File: src/rtl/lcb_responder.sv
// rtl/lcb_responder.sv - multi-slave LCB answer engine with built-in 8N1 serialiser
//
// Purpose: accepts decoded request bytes {CMD, slave}. For each accepted request it
// drives one RS485 answer frame: a turnaround guard, an echo of the request, the
// slave's ROM payload, an XOR checksum, and then a hold time. Everything runs on
// clk, with one UART bit lasting CLK_DIV clock cycles.
//
// Ports:
//   clk       system clock
//   rst       asynchronous reset, active low
//   iValid    one-cycle strobe qualifying iData
//   iData     received request byte
//   rom_addr  answer ROM address {slave, byte_index}
//   rom_data  answer ROM data, latency up to CLK_DIV-1 cycles
//   tx        serial output, 8N1, LSB first, idle high
//   dirTX     RS485 driver enable
//   dirRX     RS485 receiver disable, identical to dirTX
//   busy      high from request acceptance until the frame ends
//   oDrop     one-cycle pulse: a valid request arrived while busy
//   oDone     one-cycle pulse at frame end
module lcb_responder #(
  parameter int         CLK_DIV   = 17,
  parameter int         N_SLAVES  = 4,
  parameter int         SLV_W     = 2,
  parameter int         IDX_W     = 5,
  parameter int         FRAME_LEN = 16,
  parameter logic [3:0] CMD       = 4'hA,
  parameter int         TURN_CYC  = 8,
  parameter int         HOLD_CYC  = 8
) (
  input  logic                   clk,
  input  logic                   rst,
  input  logic                   iValid,
  input  logic [7:0]             iData,
  output logic [SLV_W+IDX_W-1:0] rom_addr,
  input  logic [7:0]             rom_data,
  output logic                   tx,
  output logic                   dirTX,
  output logic                   dirRX,
  output logic                   busy,
  output logic                   oDrop,
  output logic                   oDone
);

  localparam int DIV_W   = $clog2(CLK_DIV);
  localparam int GRD_MAX = (TURN_CYC > HOLD_CYC) ? TURN_CYC : HOLD_CYC;
  localparam int GRD_W   = (GRD_MAX > 1) ? $clog2(GRD_MAX) : 1;

  localparam logic [DIV_W-1:0] DIV_LAST  = DIV_W'(CLK_DIV - 1);
  localparam logic [GRD_W-1:0] TURN_LAST = GRD_W'(TURN_CYC - 1);
  localparam logic [GRD_W-1:0] HOLD_LAST = GRD_W'(HOLD_CYC - 1);
  localparam logic [IDX_W-1:0] LAST_IDX  = IDX_W'(FRAME_LEN - 1);
  // Address updates stop once the last payload byte's address has been presented.
  localparam logic [IDX_W:0]   ADDR_LIM  = (IDX_W+1)'(FRAME_LEN - 3);
  localparam logic [4:0]       SLV_LIM   = 5'(N_SLAVES);

  typedef enum logic [2:0] {S_IDLE, S_TURN, S_START, S_DATA, S_STOP, S_HOLD} state_t;

  state_t           state, state_n;
  logic [7:0]       req;
  logic [SLV_W-1:0] slv;
  logic [7:0]       csum;
  logic [7:0]       shifter;
  logic [IDX_W-1:0] byte_idx;
  logic [IDX_W-1:0] next_idx;
  logic [DIV_W-1:0] div_cnt;
  logic [2:0]       bit_cnt;
  logic [GRD_W-1:0] guard_cnt;

  logic req_ok, bit_end, turn_end, hold_end, frame_last, accept, drop;

  assign req_ok     = iValid && (iData[7:4] == CMD) && ({1'b0, iData[3:0]} < SLV_LIM);
  assign bit_end    = (div_cnt == DIV_LAST);
  assign turn_end   = (state == S_TURN) && (guard_cnt == TURN_LAST);
  assign hold_end   = (state == S_HOLD) && (guard_cnt == HOLD_LAST);
  assign frame_last = (byte_idx == LAST_IDX);
  assign next_idx   = byte_idx + IDX_W'(1);
  // On the final hold cycle the engine counts as free, so a request there starts a new frame.
  assign accept     = req_ok && ((state == S_IDLE) || hold_end);
  assign drop       = req_ok && !accept;

  always_ff @(posedge clk or negedge rst) begin
    if (!rst) state <= S_IDLE;
    else      state <= state_n;
  end

  always_comb begin
    state_n = state;
    busy    = (state != S_IDLE);
    dirTX   = busy;
    dirRX   = busy;
    tx      = 1'b1;
    case (state)
      S_IDLE:  if (accept) state_n = S_TURN;
      S_TURN:  if (turn_end) state_n = S_START;
      S_START: begin
        tx = 1'b0;
        if (bit_end) state_n = S_DATA;
      end
      S_DATA: begin
        tx = shifter[0];
        if (bit_end && (bit_cnt == 3'd7)) state_n = S_STOP;
      end
      S_STOP:  if (bit_end) state_n = frame_last ? S_HOLD : S_START;
      S_HOLD:  if (hold_end) state_n = accept ? S_TURN : S_IDLE;
      default: state_n = S_IDLE;
    endcase
  end

  always_ff @(posedge clk or negedge rst) begin
    if (!rst) begin
      req       <= '0;
      slv       <= '0;
      csum      <= '0;
      shifter   <= '0;
      rom_addr  <= '0;
      byte_idx  <= '0;
      div_cnt   <= '0;
      bit_cnt   <= '0;
      guard_cnt <= '0;
      oDrop     <= 1'b0;
      oDone     <= 1'b0;
    end else begin
      oDrop <= drop;
      oDone <= hold_end;
      if (accept) begin
        req       <= iData;
        slv       <= iData[SLV_W-1:0];
        csum      <= iData;
        rom_addr  <= {iData[SLV_W-1:0], IDX_W'(1)};
        guard_cnt <= '0;
      end else begin
        case (state)
          S_TURN: begin
            if (turn_end) begin
              shifter  <= req;
              byte_idx <= '0;
              div_cnt  <= '0;
            end else begin
              guard_cnt <= guard_cnt + GRD_W'(1);
            end
          end
          S_START: begin
            div_cnt <= bit_end ? '0 : div_cnt + DIV_W'(1);
            if (bit_end) bit_cnt <= '0;
          end
          S_DATA: begin
            div_cnt <= bit_end ? '0 : div_cnt + DIV_W'(1);
            if (bit_end) begin
              shifter <= {1'b0, shifter[7:1]};
              if (bit_cnt != 3'd7) bit_cnt <= bit_cnt + 3'd1;
            end
          end
          S_STOP: begin
            div_cnt <= bit_end ? '0 : div_cnt + DIV_W'(1);
            if (bit_end) begin
              if (frame_last) begin
                guard_cnt <= '0;
              end else begin
                // Byte boundary: load the next byte and present the ROM address one byte ahead.
                byte_idx <= next_idx;
                if (next_idx == LAST_IDX) begin
                  shifter <= csum;
                end else begin
                  shifter <= rom_data;
                  csum    <= csum ^ rom_data;
                end
                if ({1'b0, byte_idx} < ADDR_LIM) rom_addr <= {slv, next_idx + IDX_W'(1)};
              end
            end
          end
          S_HOLD: if (!hold_end) guard_cnt <= guard_cnt + GRD_W'(1);
          default: ;
        endcase
      end
    end
  end

endmodule

File: config.mk
export PLATFORM = sky130hd
export DESIGN_NAME = lcb_responder
export DESIGN_NICKNAME = d
export VERILOG_FILES = /design/src/rtl/lcb_responder.sv
export SDC_FILE = /design/constraint.sdc
export NUM_CORES = 1
export LEC_CHECK = 0
export ABC_AREA = 1
export CORE_AREA = 2 2 91 93
export CTS_CLUSTER_SIZE = 24
export DETAILED_ROUTE_END_ITERATION = 8
export DIE_AREA = 0 0 93 95
export MAX_ROUTING_LAYER = met4
export PLACE_DENSITY = 0.68
export SLEW_MARGIN = 10
export SYNTH_ARGS = -nofsm -noshare
export SYNTH_HDL_FRONTEND = slang
export SYNTH_SLANG_ARGS = --single-unit
File: constraint.sdc
create_clock -name clk -period 2.4 [get_ports clk]
set_clock_uncertainty 0.2 [all_clocks]
set_input_delay 0.36 -clock clk [delete_from_list [all_inputs] [get_ports clk]]
set_output_delay 0.36 -clock clk [all_outputs]
set_load 0.01 [all_outputs]
# Yosys cells after proc, flatten, opt, wreduce, memory -nomap -nowiden

Cells that the tools add are included.

Magnitude comparators: 2
Eq/ne operators: 27
Muxes and demuxes: 42
Add/sub/neg operators: 5
Reductions and logical operators: 28
Bitwise gates (word level): 2

Operators by type and width:

| kind                                                 | count |
|---|---|
| two-way mux 8 bit                                    | 10 |
| two-way mux 3 bit                                    | 15 |
| two-way mux 7 bit                                    | 5 |
| case mux 8 bit (3 select lines)                      | 1 |
| two-way mux 5 bit                                    | 4 |
| inequality test 2 bit (second input constant)        | 10 |
| case mux 5 bit (2 select lines)                      | 2 |
| case mux 3 bit (6 select lines)                      | 1 |
| adder 5 x 1 -> 5 bit (second input constant)         | 3 |
| inequality test 3 bit (second input constant)        | 5 |
| AND reduction 5 bit                                  | 3 |
| equality test 3 bit (second input constant)          | 4 |
| AND reduction 6 bit                                  | 2 |
| nonzero test 2 bit                                   | 6 |
| equality test 5 x 4 -> 1 bit (second input constant) | 2 |
| case mux 3 bit (3 select lines)                      | 1 |
| AND reduction 4 bit                                  | 2 |
| XOR 8 bit                                            | 1 |
| logical AND 1 bit                                    | 7 |
| adder 3 x 1 -> 3 bit (second input constant)         | 2 |
| equality test 3 x 2 -> 1 bit (second input constant) | 2 |
| case mux 3 bit (2 select lines)                      | 1 |
| nonzero test 3 bit                                   | 2 |
| equality test 5 bit (second input constant)          | 1 |
| 14 further kinds                                     | 14 |

Input bits: 19
Word-level logic and storage cells: 118
Output and inout port bits: 13
Register bits after elaboration: 54

# Logic depth before layout (Yosys ltp)

Gate-level depths: netlist of run 1.

Word-level depth: 7
Gate-level depth with buffers: 14
Mapped depth without buffers: 13

# Worst setup path before layout of run 1

OpenSTA, ideal clock, no wires.

Path kind: reg2reg
From: reg byte_idx[0]
To: reg csum[1]
Setup slack: 0.150 ns
Library setup time: 0.065 ns
Data required time: 2.135 ns
Buffers on the path: 1
Arrival: 1.985 ns
Cell stages (with the launch flop): 13
Period minus slack after synthesis: 2.250 ns
Cells stage by stage: dfrtp_1 > ha_1 > nand2_1 > nor2_1 > ha_1 > ha_1 > buf_2 > clkinv_1 > nand2_2 > nand2_2 > inv_1 > nand2_1 > nand2_1

Longest elaborated chain between the ends: 4
Elaborated cells on any way between the ends: 6
Classes of those cells: add/sub (1); eq/ne (4); reduce/logical (1)

RTL lines:

| element                                  | line | text |
|---|---|---|
| from (decl)                              | 64   | `logic [IDX_W-1:0] byte_idx;` |
| from (signal assigned)                   | 161  | `byte_idx <= next_idx;` |
| adder 5 x 1 -> 5 bit                     | 77   | `assign next_idx = byte_idx + IDX_W'(1);` |
| equality test 5 x 4 -> 1 bit             | 162  | `if (next_idx == LAST_IDX) begin` |
| inequality test 2 bit (no source line)   | --   |  |
| AND reduction 4 bit (no source line) (*) | --   |  |
| to (signal assigned)                     | 129  | `csum <= iData;` |
| to (signal assigned)                     | 166  | `csum <= csum ^ rom_data;` |
| to (decl)                                | 62   | `logic [7:0] csum;` |

Every way passes the cells marked *; elsewhere a longest branch is shown, timed or not.
A chain may end at the register's enable or synchronous reset.

# Final worst setup path of run 1

From: reg state[2]
To: out tx

Longest elaborated chain between the ends: 2
Elaborated cells on any way between the ends: 3
Classes of those cells: eq/ne (2); mux (1)

RTL lines:

| element                             | line | text |
|---|---|---|
| from (decl)                         | 59   | `state_t state, state_n;` |
| from (signal assigned)              | 84   | `else state <= state_n;` |
| equality test 3 x 2 -> 1 bit        | 93   | `case (state)` |
| case mux 1 bit (2 select lines) (*) | 93   |  |
| to (decl)                           | 37   | `output logic tx,` |

Marks and branches as above.

==> run metrics, run 1 <==
status finished clean; vias per inst roughly 4.7; worst rel slew slack 0.778; Die Wd just over 90 µm; Die H 95 µm; worst vdd ir approximately 350 µV; Cell Area, Synth just over 0.003 mm²; Cells after DPL 554; Syn Nets between 400 and 500; Area contributors post-synth dfrtp_1 (42%), nand2_1 (18%), nand3_1 (7.8%), inv_1 (5.5%), ha_1 (4.9%); clock-pin slew of the registers on the worst-case setup and hold paths ~0.09 ns; Top cell by count, worst path nand2_1; residual overflow from global routing 0; insertion delay to the later sink of the worst-skew pair 0.30 ns; Clock Sink Count 52; Max Fclk approximately 450 MHz; fin nets approximately 490; Crit path buffers/inverters 3; setup TNS 0 ns; H-tree depth 2; Max-Cap Viols 0; PwrDens roughly 860 mW/mm²; Placement Rows 33; Synth top area share 0.422; crit path DAT about 1.7 ns; final setup margin 0.171 ns; post-synth cell types 29; P&R area growth vs syn 20.2%; Tcrit/Tclk final 0.929; Synth area leader dfrtp_1; worst slack, placed 0.0211 ns; Leak roughly 1.9 nW; worst r2r src byte_idx[1]; slowest CP cell clkdlybuf4s50_1; Crit Path Class flop to primary output; WL/cell 11.8 µm; cell family with most CP delay buffers and inverters; IO Pins 32; pin count of the biggest net entering global routing 53; initial drt markers 85; initial antenna violation count 0; Final Hold Fails 0; RD Place Congestion just under 0.9; Starting Density 0.389; Worst Hold Launch req[7]; layout cells sized above 1 0.121; full die area about 0.009 mm²; final setup violation count 0; antenna-violating nets left 0; Core Area slightly below 0.008 mm²; IO buf count 31; fin. max-slew vios 0; WHS roughly 0.26 ns; first-pass GRT wire length between 10 and 15 mm; startpoint types flop; drt pass-1 iters 4; CP Cell Sequence inv_2 > nand2_1 > inv_1 > nand2_1 > clkdlybuf4s50_1; Antenna diodes 0; CTS Buffer Depth 2; Warnings, synthesis 0; gr usage total 0.171; max incr delay on CP approximately 0.54 ns; Critical Path End Type primary output; final wirelength 6.67 mm; worst-path maximum fanout 7; Worst EP required approximately 1.8 ns; TritonCTS clock tree built; # DRC 0; root buf cell clkbuf_8; RSZ-0062 raised after global routing no; Post-DP HPWL 5.05 mm; final total power 3.19 mW; vias in the first global route roughly 2.6k; slew at the pin with the worst max-slew slack roughly 0.33 ns; fin crit period between 2 and 2.5 ns; Inserted Clock Buffers 5; synthesized instance count 417; Seq cells post-synth 52; Crit. Startpoint state[2]; total vias in the final route ~2.7k; final cell count without fillers between 500 and 600; syn avg cell area 7.40 µm²; Min-Delay Path Class flop to flop; sequential area share after synthesis 0.422
==> power breakdown <==
part           internal, mW  total, mW  switching (mW)
Combinational         0.530       1.29           0.760
Clock                 0.310      0.597           0.287
Sequential             1.10       1.30           0.198
==> flip-flops by register name, indices dropped and copies added (netlist names), 5 cells and up <==
name,cells
shifter,8
div_cnt,5
req,8
byte_idx,5
rom_addr,7
csum,8
==> placed cells by master (no fill, tap or decap), drive strengths merged <==
master / count
a21oi: 3
buf: 14
bufinv: 1
clkbuf: 6
clkdlybuf4s50: 30
clkinv: 1
clkinvlp: 2
dfrtp: 52
dlygate4sd3: 1
ha: 12
inv: 50
nand2: 161
nand3: 48
nand3b: 2
nand4: 6
nor2: 39
nor3: 1
nor3b: 2
o21ai: 14
o21bai: 1
o22ai: 3
o31ai: 1
or2: 2
xnor2: 4
xor2: 5
==> cells in the mapped netlist, drive strengths merged <==
cell    count
nand2     161
dfrtp      52
inv        50
nand3      48
nor2       39
o21ai      14
ha         12
buf        10
nand4       6
xor2        5
xnor2       4
a21oi       3
o22ai       3
nand3b      2
nor3b       2
or2         2
clkinv      1
nor3        1
o21bai      1
o31ai       1
==> cells by family after synthesis <==
family,count (synthesis),share of synthesized area
AOI/OAI and AO/OA,22,0.0385
xor gates and xnor gates,9,0.0256
adders and majority gates,12,0.0487
buffers and inverters,61,0.0868
DFF,52,0.422
and+or+nand+nor,261,0.378
==> cell type report <==
cell class / count / area [µm²]
clock buffer: 6 / 72.6
clock inverter: 2 / 35.0
fill: 817 / 4220
inverter: 51 / 195
multi-input combinational: 304 / 1540
sequential: 52 / 1300
tap: 105 / 131
timing repair buffer: 45 / 425
timing repair inverter: 1 / 7.51
==> worst reg2reg max path, cell delays in order (launching register included) <==
cell and delay (ns):
dfrtp_2 0.44, ha_1 0.21, nand2_2 0.10, nor2_1 0.05
ha_1 0.32, ha_4 0.20, buf_4 0.16, o21ai_0 0.18
nand2_1 0.08, nand3_1 0.09, nand3_1 0.07, nand2_1 0.07
==> metal layers <==
layer,track usage,up-vias,part of all wire
li1,-,1388,-
met1,0.221,1219,0.48
met2,0.283,45,0.47
met3,0.0383,4,0.047
met4,0.0270,0,0.0051
met5,-,-,0
==> final timing paths <==
check	endpoint	slack (ns)	cells past startpoint
max in group asynchronous	byte_idx[1]	1.38	3
worst max-delay path	tx	0.17	5
min in group asynchronous	div_cnt[3]	0.37	3
worst min register to register	req[7]	0.26	2
worst max register to register	shifter[0]	0.18	11
worst min-delay path	req[7]	0.26	2
==> stage by stage <==
step | util | area (µm²)
6_report | 0.468 | 3710
5_1_grt | 0.468 | 3710
4_1_cts | 0.461 | 3660
3_5_place_dp | 0.446 | 3540
3_3_place_gp | 0.446 | 3540
2_1_floorplan | - | 3080
==> timing repair <==
item                       CTS  global route
buffers inserted             0             2
hold endpoints to repair    52             0
setup endpoints to repair    0            19
resized for setup            0             9
hold buffers                 1             0
No activity file was read; power rests on OpenSTA's default activity.
==> run 2, diff against run 1 <==
--- a/config.mk
+++ b/config.mk
@@ -7,10 +7,10 @@
 export LEC_CHECK = 0
 export ABC_AREA = 1
-export CORE_AREA = 2 2 91 93
+export CORE_AREA = 3 3 82 84
 export CTS_CLUSTER_SIZE = 24
 export DETAILED_ROUTE_END_ITERATION = 8
-export DIE_AREA = 0 0 93 95
+export DIE_AREA = 0 0 85 87
 export MAX_ROUTING_LAYER = met4
-export PLACE_DENSITY = 0.68
+export PLACE_DENSITY = 0.82
 export SLEW_MARGIN = 10
 export SYNTH_ARGS = -nofsm -noshare
==> constraint.sdc (replaced) <==
create_clock -name clk -period 2.4 [get_ports clk]
set_clock_uncertainty 0.2 [all_clocks]
set_input_delay 0.48 -clock clk [delete_from_list [all_inputs] [get_ports clk]]
set_output_delay 0.48 -clock clk [all_outputs]
set_load 0.01 [all_outputs]
==> run metrics, run 2 (synthesis results as in run 1) <==
status finished clean (unchanged); Tcrit/Tclk final 0.962 (was 0.929); setup TNS 0 ns (unchanged); Die H 87 µm (was 95 µm); IO Pins 32 (unchanged); most common cell after layout, fill and taps aside nand2_1 (unchanged); final setup margin 0.0901 ns (was 0.171 ns); worst slack, placed -0.0132 ns (was 0.0211 ns); CP Cell Sequence nor2_4 > nand2_2 > clkdlybuf4s50_1 (was inv_2 > nand2_1 > inv_1 > nand2_1 > clkdlybuf4s50_1); Antenna diodes 0 (unchanged); CTS Buffer Depth 2 (unchanged); full die area 0.00740 mm² (was 0.00884 mm²); final setup violation count 0 (unchanged); worst rel slew slack 0.536 (was 0.778); drt pass-1 iters 5 (was 4); worst-path maximum fanout 9 (was 7); crit path DAT 1.63 ns (was 1.67 ns); IO buf count 31 (unchanged); slowest CP cell dfrtp_1 (was clkdlybuf4s50_1); vias per inst 5.23 (was 4.69); TritonCTS clock tree built (unchanged); Worst EP required 1.72 ns (was 1.84 ns); Max-Cap Viols 0 (unchanged); startpoint types flop (unchanged); Clock Sink Count 52 (unchanged); initial drt markers 137 (was 85); Crit Path Class flop to primary output (unchanged); highest-count cells in the layout ignoring fill and taps nand2_1 (148), dfrtp_1 (52), nand3_1 (48) (was nand2_1 (147), dfrtp_1 (51), nand3_1 (48)); residual overflow from global routing 0 (unchanged); biggest regs csum: 8 flops, req: 8 flops, shifter: 8 flops (unchanged); cell family with most CP delay flip-flops (was buffers and inverters); gr usage total 0.196 (was 0.171); Min-Delay Path Class input pin to asynchronous set/reset pin (was flop to flop); vias in the first global route 2,553 (was 2,570); RSZ-0062 raised after global routing no (unchanged); Max Fclk 433 MHz (was 449 MHz); finished layout cell area 0.00359 mm² (was 0.00371 mm²); Cells after DPL 523 (was 554); clock-pin slew of the registers on the worst-case setup and hold paths 0.10 ns (was 0.09 ns); Crit path buffers/inverters 1 (was 3); Critical Path End Type primary output (unchanged); Core Area 0.00599 mm² (was 0.00793 mm²); root buf cell clkbuf_8 (unchanged); total vias in the final route 2,776 (was 2,656); PwrDens 864 mW/mm² (was 860 mW/mm²); final wirelength 6.67 mm (unchanged); fin. max-slew vios 0 (unchanged); WL/cell 12.6 µm (was 11.8 µm); worst vdd ir 464 µV (was 345 µV); Starting Density 0.515 (was 0.389); Placed Area 0.00348 mm² (was 0.00354 mm²); fin nets 486 (was 491); insertion delay to the later sink of the worst-skew pair 0.31 ns (was 0.30 ns); Post-DP HPWL 4.88 mm (was 5.05 mm); # DRC 0 (unchanged); Inserted Clock Buffers 5 (unchanged); flop-to-flop setup slack 0.19 ns (was 0.18 ns); Hold Buf Count CTS 0 (was 1); RD Place Congestion 0.907 (was 0.894); Leak 1.91 nW (was 1.94 nW); layout cells sized above 1 0.114 (was 0.121); antenna-violating nets left 0 (unchanged); initial antenna violation count 0 (unchanged); Die Wd 85 µm (was 93 µm); Final Hold Fails 0 (unchanged); final cell count without fillers 531 (was 566); fin crit period 2.31 ns (was 2.23 ns); slew at the pin with the worst max-slew slack 0.689 ns (was 0.332 ns); H-tree depth 2 (unchanged); Fill cells 555 (was 817); first-pass GRT wire length 11.6 mm (was 11.9 mm); pin count of the biggest net entering global routing 53 (unchanged); max incr delay on CP 0.50 ns (was 0.54 ns); P&R area growth vs syn 16.4% (was 20.2%); Placement Rows 28 (was 33)
run 2: changes by cell type in the layout (fill, tap and decap cells not counted), sizes merged:
cell and change:
clkinvlp -2, bufinv -1, inv +1, buf -3, dlygate4sd3 -1, clkinv +1
run 2: routing by layer:
layer,share of wire,global-route usage,vias to the layer above
met3,0.065,0.0322,2
met1,0.46,0.265,1305
met4,0.0057,0.0475,0
met2,0.47,0.310,93
li1,-,-,1376
met5,0,-,-
run 2: timing repair:
item / in CTS / in global routing
hold endpoints to repair: 0 / 0
gates resized for setup: 1 / 8
pin swaps: 0 / 1
setup endpoints to repair: 2 / 8
buffers inserted: 0 / 0
run 2: cell type report:
| cell class | count | area (µm²) | area share |
|---|---|---|---|
| Tap cell | 75 | 93.8 | 0.0261 |
| Clock inverter | 2 | 10.0 | 0.00279 |
| Timing Repair Buffer | 41 | 380 | 0.106 |
| Clock buffer | 6 | 82.6 | 0.0230 |
| Inverter | 51 | 194 | 0.0540 |
| Sequential cell | 52 | 1300 | 0.362 |
| Multi-Input combinational cell | 304 | 1530 | 0.426 |
run 2: worst register-to-register path, stage by stage (launching register included):
cell	delay (ns)
dfrtp_1	0.44
ha_2	0.20
nand2_1	0.12
nor2_2	0.05
ha_1	0.20
inv_1	0.10
nand3_1	0.12
nor2_2	0.20
nand2_2	0.11
buf_4	0.17
a21oi_1	0.12
o21ai_1	0.08
run 2: power breakdown:
group / switching (mW) / total (mW) / internal (mW)
clock: 0.291 / 0.522 / 0.231
sequential: 0.186 / 1.29 / 1.10
combinational: 0.776 / 1.29 / 0.514
total: 1.25 / 3.10 / 1.85
run 2: path summary, 6_finish.rpt:
path	from	end	cells past startpoint
max	state[0]	dirRX	3
min	rst	oDone	2
max reg2reg	byte_idx[1]	csum[5]	11
max in group asynchronous	rst	csum[7]	2
min reg2reg	req[7]	req[7]	2
min in group clk	req[7]	req[7]	2
run 2: metrics by stage:
step / power, mW / utilization / hold slack (ns)
after floorplan: 2.24 / - / -0.0156
after global placement: 2.54 / 0.581 / 0.239
after detailed placement: 2.59 / 0.581 / 0.259
after CTS: 3.11 / 0.597 / 0.108
after global routing: 3.37 / 0.599 / 0.133
final: 3.10 / 0.599 / 0.0666
==> run 3, diff against run 2 <==
Settings changed: CTS_CLUSTER_DIAMETER from default to 50.
==> results of run 3 <==
No change in the layout: final DEF, timing and power equal those of run 2.
